[src/rtl/neighbor_count_scanner_if.sv]
// Handshake and board bus between the scanner and its board source / result consumer.
// master is the scanner side; slave is the board source / result consumer side.
interface neighbor_count_scanner_if #(
  parameter int unsigned ROWS = 10,
  parameter int unsigned COLS = 10
);
  localparam int unsigned RW = (ROWS > 1) ? $clog2(ROWS) : 1;
  localparam int unsigned CW = (COLS > 1) ? $clog2(COLS) : 1;
  localparam int unsigned TW = $clog2(ROWS * COLS + 1);

  logic [ROWS*COLS-1:0] Board;
  logic                 Start;
  logic                 Busy;
  logic                 Valid;
  logic                 Ready;
  logic [RW-1:0]        Row;
  logic [CW-1:0]        Col;
  logic [3:0]           Count;
  logic                 Done;
  logic [TW-1:0]        Total;

  modport master (
    input  Board, Start, Ready,
    output Busy, Valid, Row, Col, Count, Done, Total
  );

  modport slave (
    output Board, Start, Ready,
    input  Busy, Valid, Row, Col, Count, Done, Total
  );
endinterface

[src/rtl/neighbor_count_scanner.sv]
// Latches an occupancy board and streams each cell's 3x3 neighbourhood popcount
// in row-major order, then pulses Done with the board-wide set-cell total.
module neighbor_count_scanner #(
  parameter int unsigned ROWS           = 10,
  parameter int unsigned COLS           = 10,
  parameter bit          INCLUDE_CENTER = 1'b1
) (
  input logic                      clock,
  input logic                      reset_L,
  neighbor_count_scanner_if.master bus
);
  localparam int unsigned CELLS = ROWS * COLS;
  localparam int unsigned RW    = (ROWS > 1) ? $clog2(ROWS) : 1;
  localparam int unsigned CW    = (COLS > 1) ? $clog2(COLS) : 1;
  localparam int unsigned IW    = (CELLS > 1) ? $clog2(CELLS) : 1;
  localparam int unsigned TW    = $clog2(CELLS + 1);

  localparam logic [RW-1:0] LastRow = RW'(ROWS - 1);
  localparam logic [CW-1:0] LastCol = CW'(COLS - 1);

  typedef enum logic [1:0] {StIdle, StScan, StDone} state_e;

  state_e           state_q, state_d;
  logic [CELLS-1:0] snap_q, snap_d;
  logic [RW-1:0]    row_q, row_d;
  logic [CW-1:0]    col_q, col_d;
  logic [TW-1:0]    total_q, total_d;
  logic [3:0]       win_cnt;
  logic [IW-1:0]    cur_idx;
  logic [IW-1:0]    win_idx;
  int               rr, cc;

  // State, snapshot, indices and running total; reset clears everything.
  always_ff @(posedge clock or negedge reset_L) begin
    if (!reset_L) begin
      state_q <= StIdle;
      snap_q  <= '0;
      row_q   <= '0;
      col_q   <= '0;
      total_q <= '0;
    end else begin
      state_q <= state_d;
      snap_q  <= snap_d;
      row_q   <= row_d;
      col_q   <= col_d;
      total_q <= total_d;
    end
  end

  // Popcount of the snapshot over the 3x3 window around (row_q, col_q); off-board is 0.
  always_comb begin
    win_cnt = '0;
    rr      = 0;
    cc      = 0;
    win_idx = '0;
    for (int dr = -1; dr <= 1; dr++) begin
      for (int dc = -1; dc <= 1; dc++) begin
        rr      = int'(row_q) + dr;
        cc      = int'(col_q) + dc;
        win_idx = IW'(rr * int'(COLS) + cc);
        if (rr >= 0 && rr < int'(ROWS) && cc >= 0 && cc < int'(COLS) &&
            (INCLUDE_CENTER || dr != 0 || dc != 0)) begin
          win_cnt = win_cnt + {3'b000, snap_q[win_idx]};
        end
      end
    end
  end

  // Next state: latch on Start in idle, advance row-major on each accepted transfer.
  always_comb begin
    state_d = state_q;
    snap_d  = snap_q;
    row_d   = row_q;
    col_d   = col_q;
    total_d = total_q;
    cur_idx = IW'(int'(row_q) * int'(COLS) + int'(col_q));
    unique case (state_q)
      StIdle: begin
        if (bus.Start) begin
          snap_d  = bus.Board;
          row_d   = '0;
          col_d   = '0;
          total_d = '0;
          state_d = StScan;
        end
      end
      StScan: begin
        if (bus.Ready) begin
          total_d = total_q + TW'(snap_q[cur_idx]);
          if (col_q == LastCol) begin
            col_d = '0;
            if (row_q == LastRow) begin
              // Indices park at 0 so idle outputs read as zero.
              row_d   = '0;
              state_d = StDone;
            end else begin
              row_d = row_q + 1'b1;
            end
          end else begin
            col_d = col_q + 1'b1;
          end
        end
      end
      StDone:  state_d = StIdle;
      default: state_d = StIdle;
    endcase
  end

  // Outputs come only from registered state, so Ready never reaches them combinationally.
  assign bus.Busy  = (state_q != StIdle);
  assign bus.Valid = (state_q == StScan);
  assign bus.Done  = (state_q == StDone);
  assign bus.Row   = row_q;
  assign bus.Col   = col_q;
  assign bus.Count = (state_q == StScan) ? win_cnt : 4'd0;
  assign bus.Total = total_q;
endmodule
[src/flat_wrapper.sv]
// flat-port wrapper written by rule: the top's interface ports become plain ports
module neighbor_count_scanner_flat 
#(
  parameter int unsigned ROWS           = 10,
  parameter int unsigned COLS           = 10,
  parameter bit          INCLUDE_CENTER = 1'b1
)
  (clock, reset_L, bus_Board, bus_Start, bus_Ready, bus_Busy, bus_Valid, bus_Row, bus_Col, bus_Count, bus_Done, bus_Total);
  neighbor_count_scanner_if #(.ROWS(ROWS), .COLS(COLS)) bus_i ();
  input logic clock;
  input logic reset_L;
  input wire logic [$bits(bus_i.Board)-1:0] bus_Board;
  input wire logic [$bits(bus_i.Start)-1:0] bus_Start;
  input wire logic [$bits(bus_i.Ready)-1:0] bus_Ready;
  output wire logic [$bits(bus_i.Busy)-1:0] bus_Busy;
  output wire logic [$bits(bus_i.Valid)-1:0] bus_Valid;
  output wire logic [$bits(bus_i.Row)-1:0] bus_Row;
  output wire logic [$bits(bus_i.Col)-1:0] bus_Col;
  output wire logic [$bits(bus_i.Count)-1:0] bus_Count;
  output wire logic [$bits(bus_i.Done)-1:0] bus_Done;
  output wire logic [$bits(bus_i.Total)-1:0] bus_Total;
  assign bus_i.Board = bus_Board;
  assign bus_i.Start = bus_Start;
  assign bus_i.Ready = bus_Ready;
  assign bus_Busy = bus_i.Busy;
  assign bus_Valid = bus_i.Valid;
  assign bus_Row = bus_i.Row;
  assign bus_Col = bus_i.Col;
  assign bus_Count = bus_i.Count;
  assign bus_Done = bus_i.Done;
  assign bus_Total = bus_i.Total;
  neighbor_count_scanner #(.ROWS(ROWS), .COLS(COLS), .INCLUDE_CENTER(INCLUDE_CENTER)) u_core (.clock(clock), .reset_L(reset_L), .bus(bus_i));
endmodule
[config.mk]
export PLATFORM = sky130hd
export DESIGN_NAME = neighbor_count_scanner_flat
export DESIGN_NICKNAME = d
export VERILOG_FILES = /design/src/rtl/neighbor_count_scanner_if.sv /design/src/rtl/neighbor_count_scanner.sv /design/src/flat_wrapper.sv
export SDC_FILE = /design/constraint.sdc
export NUM_CORES = 1
export LEC_CHECK = 0
export CAP_MARGIN = 20
export CORE_AREA = 5 5 224 139
export CTS_CLUSTER_DIAMETER = 30
export DETAILED_ROUTE_END_ITERATION = 8
export DIE_AREA = 0 0 229 144
export HOLD_SLACK_MARGIN = 0.02
export PLACE_DENSITY_LB_ADDON = 0.3
export SYNTH_ARGS = -nofsm -noshare
export SYNTH_HDL_FRONTEND = slang
export SYNTH_SLANG_ARGS = --single-unit
[constraint.sdc]
create_clock -name clock -period 16.1 [get_ports clock]
set_input_delay 2.415 -clock clock [delete_from_list [all_inputs] [get_ports clock]]
set_output_delay 2.415 -clock clock [all_outputs]
set_load 0.01 [all_outputs]
==> flow_summary_export.csv <==
group,metric,value,unit
die,initial_core_util,0.440,
setup_path,crit_start,"u_core.bus.Row[0]",
clock_network,clockRootBuffer,"clkbuf_16",
logic_synthesis,synth_area,0.0128,sq mm
timing,maxSlewViolCount,0,
logic_synthesis,synth-seq-area-share,0.228,
global_route,grt_pass1_wl,58.5,mm
finish,postLayoutCellArea,0.0150,sq mm
route,vias,9717,
timing,tns,0,ns
setup_path,crit_path_start_kind,"flop",
finish,multi_input_area,0.00944,sq mm
die,core,0.0291,sq mm
setup_path,crit_path_max_incr_delay,0.73,ns
clock_network,cts_buffer_depth,2,
hold_path,hp-class,"reg2reg",
logic_synthesis,synth_fp_nets,1157,
clock_network,htree_levels,4,
global_route,grt-ovfl-total,0,
placed_design,place_inst,1433,
timing,rsz0062_at_grt,"no",
setup_path,cp-end-kind,"output pin",
die,pin_count,126,
placed_design,placed_area,0.0144,sq mm
finish,fillCellCount,2468,
global_route,grt_pass1_vias,9424,
clock_network,clk_latency,0.45,ns
route,wl_per_cell,25.6,um
die,die-height,144,um
setup_path,crit_top_cell,"ha_1",
logic_synthesis,async_reset_ff_frac,1.00,
logic_synthesis,netlist_instances,972,
finish,drive_gt1_frac,0.337,
global_route,track_usage,0.232,
timing,hold_viol,0,
timing,worstMarginPinSlew,0.901,ns
timing,clock.fmax,74.2,MHz
route,via_per_inst,6.62,
route,drt-initial-drc-count,937,
setup_path,rr_startpoint,"u_core.bus.Col[0]",
timing,fin_skew,0.0104,ns
finish,fin_util,0.514,
hold_path,worstHoldStart,"u_core.state_q[1]",
clock_network,cts_hold_buffers,0,
die,fp.dieW,229,um
logic_synthesis,synthFlopType,"dfrtp_1",
placed_design,portBuffers,125,
finish,fin_cells,1467,
finish,area_growth,16.6,%
timing,setup_viol_count_final,0,
placed_design,hpwl,28.3,mm
route,drc,0,
status,status,"completed",
logic_synthesis,synth_edf_count,0,
logic_synthesis,syn_avg_cell_area,13.2,sq um
run,cap_violations,0,
die,die_area,0.0330,sq mm
clock_network,cts_resized,0,
global_route,antenna_found_initial,0,
route,ant_nets,0,
setup_path,critPathSlowestCell,"dfrtp_1",
placed_design,gp_congestion,0.929,
global_route,grt_max_degree,66,
logic_synthesis,ys_warn_count,0,
logic_synthesis,yosysUniqueCellTypes,69,
clock_network,cts_tree,"yes",
finish,seqCellArea,0.00293,sq mm
logic_synthesis,ys_seq_elements,117,
clock_network,cts_sinks,117,
setup_path,worstPathArrival,11.06,ns
route,firstDrtPassIters,5,
die,core.rowCount,49,
setup_path,path_class,"reg2out",
timing,min_period,13.47,ns
setup_path,required,13.69,ns
timing,slew_headroom,0.395,
setup_path,critPathMaxFanout,14,
clock_network,cts_made_buffers,17,
clock_network,path_clk_slew,0.06,ns
finish,antenna_cells,0,
route,drt-total-wl,37.6,mm
finish,nets,1257,
timing,period_share,0.837,
clock_network,post_cts_buffers,0,
==> final timing paths <==
kind	endpoint	slack, ns	cells past startpoint
max	bus_Count[1]	2.63	44
min	u_core.state_q[0]	0.51	1
max reg2reg	u_core.bus.Total[4]	10.43	11
min reg2reg	u_core.state_q[0]	0.51	1
max in group asynchronous	u_core.snap_q[39]	12.72	2
min in group asynchronous	u_core.snap_q[27]	2.06	1
==> worst max-delay path, delay by kind of cell (launching register included) <==
kind,cells,cell delay (ns)
flops,1,0.73
compound gates,11,1.77
xor+xnor,1,0.45
fa+ha+maj,14,4.81
buf+inv,6,1.47
simple gates,9,0.71
mux,3,0.63
==> state kept, by name, indices dropped and copies added, names as in the netlist <==
name	cells
u_core.state_q	2
u_core.bus.Total	7
u_core.bus.Row	4
u_core.snap_q	100
u_core.bus.Col	4
==> per-stage QoR <==
step / setup slack [ns] / hold slack, ns
after floorplan: 4.53 / 0.455
after global placement: 3.24 / 0.495
after detailed placement: 3.13 / 0.504
after CTS: 2.63 / 0.513
after global routing: 1.97 / 0.560
final: 2.63 / 0.509
==> Yosys cell counts, drive strengths merged, types with 4 or more instances <==
library cell | count | area share
and2 | 4 | 0.0020
nor2 | 40 | 0.012
xor2 | 27 | 0.019
o221ai | 5 | 0.0048
o31ai | 4 | 0.0023
o21ai | 27 | 0.011
dfrtp | 117 | 0.23
nand4 | 8 | 0.0039
a21o | 15 | 0.0088
o21a | 9 | 0.0053
xnor2 | 39 | 0.027
inv | 32 | 0.0094
a31oi | 4 | 0.0020
clkbuf | 26 | 0.0077
nor3 | 9 | 0.0043
nor3b | 4 | 0.0023
ha | 69 | 0.067
nand2 | 41 | 0.012
nand3 | 12 | 0.0047
nor2b | 15 | 0.0073
a211oi | 4 | 0.0023
mux2i | 21 | 0.016
and3 | 5 | 0.0024
fa | 12 | 0.019
a21oi | 28 | 0.011
nand2b | 4 | 0.0020
mux4 | 201 | 0.36
buf | 38 | 0.019
mux2 | 109 | 0.096
==> per-layer routing <==
| metal | GRT usage | up-vias | share of wire |
|---|---|---|---|
| met4 | 0.0509 | 2 | 0.014 |
| met1 | 0.364 | 4954 | 0.45 |
| met2 | 0.309 | 598 | 0.40 |
| met5 | 0.0241 | - | 0.0031 |
| li1 | - | 4127 | - |
| met3 | 0.0783 | 36 | 0.13 |
==> cells in the final DEF, fill, tap and decap left out, types with 25 or more instances in the layout <==
cell,instances
nor2_1,39
inv_1,32
ha_1,68
nand2_1,41
xnor2_1,38
o21ai_0,25
dfrtp_1,116
mux4_2,179
a21oi_1,28
mux2_2,107
clkdlybuf4s50_1,124
==> cells by family after synthesis <==
group / synth area share
compound gates: 0.0654
xor+xnor: 0.0498
fa+ha+maj: 0.0860
buf+inv: 0.0374
flops: 0.228
mux: 0.472
simple gates: 0.0615
==> layout make-up <==
type / count / area share
Clock buffer: 20 / 0.0305
Clock inverter: 12 / 0.00803
Inverter: 32 / 0.00803
Multi-Input combinational cell: 758 / 0.631
Sequential cell: 117 / 0.196
Tap cell: 382 / 0.0320
Timing Repair Buffer: 146 / 0.0940
Power is left out: the tool's default activity adds up to more than one toggle a clock period on the data nets, which glitch-free logic cannot reach.
